$ cat src/rtl/ssa_mult_seq.sv
// Multi-cycle split/convolve/merge multiplier: one digit product per cycle into
// 2L-1 coefficient accumulators, then one carry-merge digit per cycle.
module ssa_mult_seq #(
  parameter int WIDTH = 16,
  parameter int DIGIT = 4,
  localparam int L = WIDTH / DIGIT,
  localparam int ACC_W = 2*DIGIT + $clog2(L) + 1
) (
  input  logic               clk,
  input  logic               rst_n,
  input  logic               in_valid,
  output logic               in_ready,
  input  logic [WIDTH-1:0]   a,
  input  logic [WIDTH-1:0]   b,
  input  logic               signed_mode,
  output logic               out_valid,
  input  logic               out_ready,
  output logic [2*WIDTH-1:0] p
);

  localparam int NC = 2*L - 1;
  localparam int IW = (L > 1) ? $clog2(L) : 1;
  localparam int KW = $clog2(2*L);
  localparam logic [IW-1:0] LAST_IDX = IW'(L - 1);
  localparam logic [KW-1:0] LAST_K = KW'(2*L - 1);

  generate
    if ((DIGIT < 1) || (WIDTH < 4) || ((WIDTH % DIGIT) != 0)) begin : g_bad_params
      $error("ssa_mult_seq: WIDTH must be >= 4 and a multiple of DIGIT");
    end
  endgenerate

  typedef enum logic [1:0] {IDLE, CONV, MERGE, DONE} state_t;

  state_t               state_reg, state_next;
  logic [WIDTH-1:0]     a_mag_reg, b_mag_reg;
  logic                 neg_reg;
  logic [IW-1:0]        i_reg, j_reg;
  logic [KW-1:0]        k_reg;
  logic [ACC_W-1:0]     carry_reg;
  logic [2*WIDTH-1:0]   result_reg, p_reg;

  logic                 accept;
  logic                 conv_last, merge_last;
  logic [DIGIT-1:0]     digit_a, digit_b;
  logic [2*DIGIT-1:0]   prod;
  logic [ACC_W-1:0]     prod_ext;
  logic [2*L*ACC_W-1:0] coef_vec;
  logic [ACC_W-1:0]     merge_coef;
  logic [ACC_W:0]       merge_sum;
  logic [ACC_W-1:0]     carry_next;
  logic [2*WIDTH-1:0]   result_next;

  assign accept     = in_valid && (state_reg == IDLE);
  assign conv_last  = (i_reg == LAST_IDX) && (j_reg == LAST_IDX);
  assign merge_last = (k_reg == LAST_K);

  assign digit_a  = a_mag_reg[int'(i_reg)*DIGIT +: DIGIT];
  assign digit_b  = b_mag_reg[int'(j_reg)*DIGIT +: DIGIT];
  assign prod     = {{DIGIT{1'b0}}, digit_a} * {{DIGIT{1'b0}}, digit_b};
  assign prod_ext = {{(ACC_W-2*DIGIT){1'b0}}, prod};

  // One accumulator per convolution coefficient; the top slot is the
  // always-zero coefficient consumed on the final merge step.
  genvar gi;
  generate
    for (gi = 0; gi < NC; gi++) begin : g_coef
      logic [ACC_W-1:0] acc_reg;
      always_ff @(posedge clk or negedge rst_n) begin
        if (!rst_n) begin
          acc_reg <= '0;
        end else if (accept) begin
          acc_reg <= '0;
        end else if ((state_reg == CONV) && ((int'(i_reg) + int'(j_reg)) == gi)) begin
          acc_reg <= acc_reg + prod_ext;
        end
      end
      assign coef_vec[gi*ACC_W +: ACC_W] = acc_reg;
    end
  endgenerate
  assign coef_vec[NC*ACC_W +: ACC_W] = '0;

  assign merge_coef = coef_vec[int'(k_reg)*ACC_W +: ACC_W];
  assign merge_sum  = {1'b0, merge_coef} + {1'b0, carry_reg};
  assign carry_next = ACC_W'(merge_sum >> DIGIT);

  always_comb begin
    result_next = result_reg;
    result_next[int'(k_reg)*DIGIT +: DIGIT] = merge_sum[DIGIT-1:0];
  end

  always_ff @(posedge clk or negedge rst_n) begin
    if (!rst_n) begin
      state_reg <= IDLE;
    end else begin
      state_reg <= state_next;
    end
  end

  always_comb begin
    state_next = state_reg;
    in_ready   = 1'b0;
    out_valid  = 1'b0;
    case (state_reg)
      IDLE: begin
        in_ready = 1'b1;
        if (in_valid) state_next = CONV;
      end
      CONV: begin
        if (conv_last) state_next = MERGE;
      end
      MERGE: begin
        if (merge_last) state_next = DONE;
      end
      DONE: begin
        out_valid = 1'b1;
        if (out_ready) state_next = IDLE;
      end
      default: state_next = IDLE;
    endcase
  end

  always_ff @(posedge clk or negedge rst_n) begin
    if (!rst_n) begin
      a_mag_reg  <= '0;
      b_mag_reg  <= '0;
      neg_reg    <= 1'b0;
      i_reg      <= '0;
      j_reg      <= '0;
      k_reg      <= '0;
      carry_reg  <= '0;
      result_reg <= '0;
      p_reg      <= '0;
    end else begin
      case (state_reg)
        IDLE: begin
          if (accept) begin
            // -2^(WIDTH-1) negates to itself, which reads correctly as unsigned.
            a_mag_reg  <= (signed_mode && a[WIDTH-1]) ? -a : a;
            b_mag_reg  <= (signed_mode && b[WIDTH-1]) ? -b : b;
            neg_reg    <= signed_mode && (a[WIDTH-1] ^ b[WIDTH-1]);
            i_reg      <= '0;
            j_reg      <= '0;
            k_reg      <= '0;
            carry_reg  <= '0;
            result_reg <= '0;
          end
        end
        CONV: begin
          if (j_reg == LAST_IDX) begin
            j_reg <= '0;
            i_reg <= conv_last ? '0 : i_reg + 1'b1;
          end else begin
            j_reg <= j_reg + 1'b1;
          end
        end
        MERGE: begin
          k_reg      <= merge_last ? '0 : k_reg + 1'b1;
          carry_reg  <= carry_next;
          result_reg <= result_next;
          if (merge_last) begin
            p_reg <= neg_reg ? -result_next : result_next;
          end
        end
        default: ;
      endcase
    end
  end

  assign p = p_reg;

  // Coefficients are exact, so the carry out of the top digit is always zero.
  assert property (@(posedge clk) disable iff (!rst_n)
                   ((state_reg == MERGE) && merge_last) |-> (carry_next == '0));

endmodule

$ cat config.mk
export PLATFORM = sky130hd
export DESIGN_NAME = ssa_mult_seq
export DESIGN_NICKNAME = d
export VERILOG_FILES = /design/src/rtl/ssa_mult_seq.sv
export SDC_FILE = /design/constraint.sdc
export NUM_CORES = 1
export LEC_CHECK = 0
export BUFFER_PORTS_ARGS = -buffer_cell sky130_fd_sc_hd__buf_2
export CAP_MARGIN = 20
export CORE_ASPECT_RATIO = 0.9
export CORE_UTILIZATION = 55
export CTS_CLUSTER_DIAMETER = 30
export DETAILED_ROUTE_END_ITERATION = 10
export HOLD_SLACK_MARGIN = 0.05
export PLACE_DENSITY = 0.76
export SETUP_SLACK_MARGIN = 0.05
export SYNTH_ARGS = -nofsm -noshare
export SYNTH_HDL_FRONTEND = slang
export SYNTH_SLANG_ARGS = --single-unit
$ cat constraint.sdc
create_clock -name clk -period 5.45 [get_ports clk]
set_input_delay 1.09 -clock clk [delete_from_list [all_inputs] [get_ports clk]]
set_output_delay 1.09 -clock clk [all_outputs]
set_load 0.1 [all_outputs]
==> run_results.csv, run 1 <==
group,metric,value,unit
synth,yosysTopAreaCellShare,0.3418,
drt,dr.pass1.iters,7,
critical_path,cp-end-kind,"register",
synth,ys_top_cells_by_count,"191 x dfrtp_1, 187 x nand2_1, 158 x o21ai_0, 110 x nor2_1, 93 x ha_1",
global_routing,grtUsageMet2,0.4707,
final_layout,diodes,0,
final_layout,final_layout_size_suffix_gt1_frac,0.1122,
cts,root_buffer,"clkbuf_16",
floorplan,coreArea,24590,um2
floorplan,die_height,153.3,um
cts,clk_latency,0.45,ns
global_routing,grt_pass1_vias,11952,
drt,routedWlPerCell,18.80,um
synth,synth.largest_area_cell,"dfrtp_1",
timing,finalCritPeriodShare,0.9074,
drt,drtAntennaViolNets,0,
synth,netlist_instances,1594,
power,p_int,4.435,mW
final_layout,areaGrowthSynthToFinish,9.252,%
placement,dp.final_hpwl,26.71,mm
placement,placed_area,14640,um2
critical_path,crit_type,"register to register",
cts,clockBufferDepth,2,
timing,setup_tns,0,ns
synth,syn_nets,1737,
power,pwr-share-seq,0.222,
timing,max_freq,202.2,MHz
floorplan,die_area,26070,um2
timing,period_minus_slack,4.945,ns
timing,grt_setup_unrepaired,"false",
global_routing,grt_pass1_wl,61.60,mm
cts,h-tree-depth,4,
timing,finalSetupViolations,0,
drt,drt_iter0_markers,1338,
floorplan,start_util,0.5686,
cts,numCtsBuffers,17,
global_routing,track_usage,0.2970,
critical_path,crit_arrival,5.28,ns
power,p_sw,4.525,mW
floorplan,io_pins,71,
critical_path,crit_path_max_fanout,9,
power,powerDensity,586.5,nW/um2
worst_hold_path,hold_path_class,"register to register",
synth,ys_warn_count,0,
synth,synth_area_leaders,"dfrtp_1 34%, ha_1 8.3%, o21ai_0 5.7%, nand2_1 5.0%, xnor2_1 3.3%",
synth,syn_area,13980,um2
outcome,status,"finished clean",
final_layout,fillers,2149,
timing,drv_slew,0,
synth,synthFlopType,"dfrtp_1",
placement,place.gp.congestion,0.9175,
cts,clock_sinks,191,
timing,clock_skew,0.01614,ns
global_routing,use_met3,0.05179,
synth,yosysMostFrequentCell,"dfrtp_1",
critical_path,critPathRequiredTime,5.79,ns
global_routing,grt_max_degree,123,
global_routing,grt_util_met1,0.4047,
cts,post_cts_buffers,0,
drt,route.detailed.drc,0,
power,swShare,0.5050,
global_routing,overflow,0,
power,pwr-share-clk,0.143,
synth,yosys.cell_types.count,82,
synth,synth-seq-cells,191,
drt,num_vias,12467,
placement,port_buffers,70,
drt,drt_wl_total,37.16,mm
synth,synth-seq-area-share,0.3418,
final_layout,largest_reg_flops,77,
final_layout,finalInstanceArea,15280,um2
timing,relSlewSlack,0.4130,
cts,cts_tree,"built",
floorplan,die_w,170.1,um
synth,syn_area_per_cell,8.773,um2
timing,final-hold-violation-count,0,
power,p_leak,6.888,nW
final_layout,nets,1771,
timing,tightest_slew,0.8804,ns
critical_path,start_kind,"register",
power,vdd_drop_max,393.2,uV
global_routing,antenna_found_initial,0,
floorplan,rows,54,
cts,cts.clk_slew.worst_paths,0.07,ns
power,combPwrFrac,0.635,
flow_run,cap_violations,0,
drt,vias_per_cell,6.309,
global_routing,busiest_layer,"met2",
synth,async_flop_share,1.000,
synth,synth_edf_count,0,
[critical path, stage by stage, from the launching register on]
cell and delay [ns]:
dfrtp_1 0.53, mux4_2 0.45, nand2_1 0.09, fa_1 0.54, inv_1 0.06, fa_1 0.56
inv_1 0.07, fa_1 0.53, inv_1 0.22, ha_1 0.42, o21ai_0 0.14, a21boi_0 0.32
o21ai_0 0.14, a21boi_0 0.44, o31ai_1 0.14, and2_1 0.17
[placed cells by master (no fill, tap or decap), drive strengths merged, types with 17 or more instances in the layout]
cell type,instances
a21oi,88
a22o,19
and2,24
buf,93
clkbuf,20
dfrtp,191
ha,93
inv,76
mux2i,29
mux4,19
nand2,187
nand3,51
nor2,110
nor2b,17
nor3,36
nor4b,17
o21ai,174
o31ai,30
or3,25
xnor2,53
xor2,27
[cell type report]
| cell class | instances | area (um2) | area share |
|---|---|---|---|
| Multi-Input combinational cell | 1251 | 8642 | 0.5657 |
| Sequential cell | 191 | 4780 | 0.3129 |
| Inverter | 73 | 274.0 | 0.01794 |
| Timing Repair Buffer | 94 | 584.3 | 0.03825 |
| Tap cell | 336 | 420.4 | 0.02752 |
| Clock buffer | 19 | 442.9 | 0.02899 |
| Clock inverter | 12 | 133.9 | 0.008763 |
[power by group through the flow]
| stage | Combinational [mW] | Clock [mW] | Sequential (mW) |
|---|---|---|---|
| after CTS | 5.53 | 1.29 | 1.98 |
| after global placement | 5.32 | 0 | 2.00 |
| after detailed placement | 5.49 | 0 | 2.00 |
| after global routing | 6.23 | 1.35 | 2.02 |
| final | 5.69 | 1.28 | 1.99 |
| after floorplan | 3.97 | 0 | 2.00 |
[cell families (layout without fill, tap and decap cells)]
kind of cell             count (synthesis)  after routing  synth area share
AO/OA/AOI/OAI                          455            455            0.2089
XOR/XNOR                                80             80           0.05011
multiplexers                            55             55           0.05726
buffers and inverters                  152            198           0.04232
flip-flops                             191            191            0.3418
AND/OR/NAND/NOR                        555            555            0.1977
adder cells (fa/ha/maj)                106            106            0.1018
[per-layer routing]
| metal | part of all wire | wire [um] |
|---|---|---|
| met5 | 0 | 0 |
| met2 | 0.47 | 17330 |
| met1 | 0.43 | 16090 |
| met3 | 0.071 | 2621 |
| met4 | 0.030 | 1122 |
[final timing paths]
kind | start | end | slack (ns) | cells after the start
worst min-delay path | p[12] | p[12] | 0.48 | 2
max in group asynchronous | rst_n | g_coef[2].acc_reg[0] | 4.10 | 2
worst max register to register | i_reg[0] | g_coef[1].acc_reg[6] | 0.50 | 15
min in group asynchronous | rst_n | a_mag_reg[3] | 0.59 | 1
worst max-delay path | i_reg[0] | g_coef[1].acc_reg[6] | 0.50 | 15
worst min register to register | p[12] | p[12] | 0.48 | 2
[what timing repair did]
action                                  in CTS  in global routing
hold buffers                                 0                  0
resized for setup                            0                  1
endpoints found under the setup margin       0                  2
[stage by stage]
stage	setup WS, ns	total power [mW]	util	instances	hold slack (ns)
4_1_cts	0.2307	8.798	0.6186	1973	0.4848
3_5_place_dp	0.2390	7.490	0.5952	1942	0.4699
5_1_grt	0.2285	9.604	0.6212	1976	0.4964
2_1_floorplan	0.9285	5.967	-	1594	0.4407
6_report	0.5049	8.959	0.6212	1976	0.4757
3_3_place_gp	0.3656	7.312	0.5952	1942	0.4563
No activity file was read; power rests on OpenSTA's default activity.
==> inputs of run 2 (changes only) <==
--- a/config.mk
+++ b/config.mk
@@ -5,14 +5,16 @@
 export SDC_FILE = /design/constraint.sdc
 export NUM_CORES = 1
 export LEC_CHECK = 0
+export ABC_AREA = 1
 export BUFFER_PORTS_ARGS = -buffer_cell sky130_fd_sc_hd__buf_2
 export CAP_MARGIN = 20
 export CORE_ASPECT_RATIO = 0.9
-export CORE_UTILIZATION = 55
+export CORE_MARGIN = 2
+export CORE_UTILIZATION = 45
 export CTS_CLUSTER_DIAMETER = 30
 export DETAILED_ROUTE_END_ITERATION = 10
 export HOLD_SLACK_MARGIN = 0.05
-export PLACE_DENSITY = 0.76
+export PLACE_DENSITY = 0.65
 export SETUP_SLACK_MARGIN = 0.05
 export SYNTH_ARGS = -nofsm -noshare
 export SYNTH_HDL_FRONTEND = slang
==> run_results.csv, run 2 <==
group,metric,value,unit
critical_path,reg2reg_slack,0.44,ns
synth,netlist_instances,1795,
synth,syn_nets,1938,
drt,met2_length,15.81,mm
placement,port_buffers,70,
critical_path,r2r-end,"g_coef[6].acc_reg[10]",
timing,finalSetupViolations,0,
cts,clockBufferDepth,2,
cts,numCtsBuffers,17,
flow_run,cap_violations,0,
final_layout,multiInputGateArea,7460,um2
floorplan,coreArea,28940,um2
final_layout,register_area,4780,um2
floorplan,io_pins,71,
timing,period_minus_slack,5.013,ns
final_layout,largest_reg_flops,77,
cts,cts_tree,"built",
global_routing,antenna_found_initial,2,
synth,synth-seq-cells,191,
timing,relSlewSlack,0.3127,
synth,synth.largest_area_cell,"dfrtp_1",
timing,grt_setup_unrepaired,"false",
timing,hold_ws,0.4794,ns
critical_path,cp-end-kind,"register",
drt,drtAntennaViolNets,0,
synth,yosysTopAreaCellShare,0.3608,
outcome,status,"finished clean",
worst_hold_path,hold_end,"p[15]",
synth,yosysMostFrequentCell,"nand2_1",
placement,dp.final_hpwl,26.11,mm
critical_path,crit_path_max_fanout,11,
critical_path,reg2reg_depth,24,
drt,drt_iter0_markers,873,
timing,final-hold-violation-count,0,
drt,routedWlPerCell,15.65,um
floorplan,die_w,184.9,um
synth,syn_area_per_cell,7.380,um2
timing,max_freq,199.5,MHz
drt,drt_wl_total,35.52,mm
floorplan,die_height,166.8,um
synth,ys_warn_count,0,
final_layout,areaGrowthSynthToFinish,11.17,%
critical_path,timing.rr.start,"i_reg[0]",
floorplan,rows,59,
cts,root_buffer,"clkbuf_16",
drt,route.detailed.drc,0,
synth,synthFlopType,"dfrtp_1",
critical_path,crit_type,"register to register",
synth,synth-seq-area-share,0.3608,
synth,syn_area,13250,um2
final_layout,layout_commonest_cell,"nand2_1",
cts,clock_sinks,191,
final_layout,final_cell_mix,"435 x nand2_1, 202 x inv_1, 192 x o21ai_0",
timing,setup_tns,0,ns
drt,num_vias,12073,
final_layout,nets,2002,
critical_path,critPathRequiredTime,5.78,ns
global_routing,track_usage,0.2373,
timing,tightest_slew,1.030,ns
cts,h-tree-depth,4,
synth,async_flop_share,1.000,
timing,drv_slew,0,
floorplan,die_area,30830,um2
drt,vias_per_cell,5.319,
drt,dr.pass1.iters,5,
global_routing,overflow,0,
critical_path,crit_arrival,5.34,ns
placement,place.gp.congestion,0.8781,
cts,cts.clk_slew.worst_paths,0.09,ns
synth,synth_edf_count,0,
cts,clk_latency,0.46,ns
global_routing,grt_max_degree,77,
global_routing,grt_pass1_wl,58.41,mm
final_layout,final_layout_size_suffix_gt1_frac,0.09509,
worst_hold_path,hold_start,"p[15]",
synth,yosys.cell_types.count,53,
worst_hold_path,whs_path_depth,2,
timing,clock_skew,0.02091,ns
cts,cts_hold_buf,0,
drt,wl_met3,1.923,mm
drt,top_layer,"met4",
worst_hold_path,hold_path_class,"register to register",
timing,finalCritPeriodShare,0.9198,
synth,ys_top_cells_by_count,"436 x nand2_1, 202 x inv_1, 192 x o21ai_0, 191 x dfrtp_1, 155 x nor2_1",
final_layout,fillers,2825,
floorplan,start_util,0.4578,
drt,wirelength_met1,16.92,mm
synth,synth_area_leaders,"dfrtp_1 36%, nand2_1 12%, ha_1 8.8%, o21ai_0 7.3%, inv_1 5.7%",
critical_path,start_kind,"register",
global_routing,grt_pass1_vias,11485,
run 2: layer usage:
metal | vias up | global-route usage
li1 | 6081 | -
met1 | 5603 | 0.3399
met2 | 336 | 0.3654
met3 | 53 | 0.03630
met4 | 0 | 0.08109
met5 | - | 0
run 2: kinds of logic after synthesis:
kind of cell	count (synthesis)	share of synthesized area
flops	191	0.3608
simple gates	776	0.2509
compound gates	396	0.1664
xor+xnor	57	0.03768
buf+inv	269	0.07669
fa+ha+maj	106	0.1075
run 2: final cells by class:
| cell class | count | share of cell area |
|---|---|---|
| sequential | 191 | 0.3245 |
| timing repair buffer | 91 | 0.03645 |
| antenna | 2 | 0.0003398 |
| inverter | 223 | 0.05726 |
| multi-input combinational | 1335 | 0.5065 |
| tap | 396 | 0.03364 |
| clock inverter | 15 | 0.01240 |
| clock buffer | 17 | 0.02888 |
run 2: how the worst max path moves through the flow:
stage              from                    end  slack (ns)  cells past startpoint
5_1_grt        i_reg[0]  g_coef[1].acc_reg[10]        0.07                     24
2_1_floorplan  j_reg[0]  g_coef[5].acc_reg[10]        1.02                     23
6_report       i_reg[0]  g_coef[6].acc_reg[10]        0.44                     24
4_1_cts        i_reg[0]  g_coef[1].acc_reg[10]        0.51                     24
3_5_place_dp   i_reg[0]  g_coef[6].acc_reg[10]        0.56                     24
3_3_place_gp   i_reg[0]  g_coef[5].acc_reg[10]        0.63                     24
run 2: timing repair:
| action | in CTS | in global routing |
|---|---|---|
| buffers inserted | 0 | 0 |
| endpoints found under the setup margin | 0 | 1 |
| gates resized for setup | 0 | 1 |
run 2: stage by stage:
step           utilization  instances  cell area [um2]  worst slack (ns)
2_1_floorplan            -       1795            13250             1.017
3_3_place_gp        0.4867       2235            14080            0.6344
3_5_place_dp        0.4867       2235            14080            0.5598
4_1_cts             0.5077       2267            14690            0.5082
5_1_grt             0.5090       2270            14730           0.06583
6_report            0.5090       2270            14730            0.4373
run 2: critical path: stages (launching register included):
cell        delay (ns)
dfrtp_1           0.53
clkinvlp_4        0.21
nand2_1           0.07
a32oi_1           0.25
nand2_1           0.12
fa_1              0.54
inv_1             0.05
fa_1              0.56
inv_1             0.06
fa_1              0.52
inv_1             0.20
ha_1              0.43
inv_1             0.06
o21ai_0           0.22
nand3_1           0.11
nand2_1           0.09
nor2_1            0.05
nor2_1            0.13
o21ai_0           0.09
nand2_1           0.08
nand2_1           0.05
nor2_1            0.13
nand2_1           0.08
o21ai_0           0.17
a21oi_1           0.07
Power of run 2 is left out: the tool's default activity adds up to more than one toggle a clock period on the data nets, which glitch-free logic cannot reach.
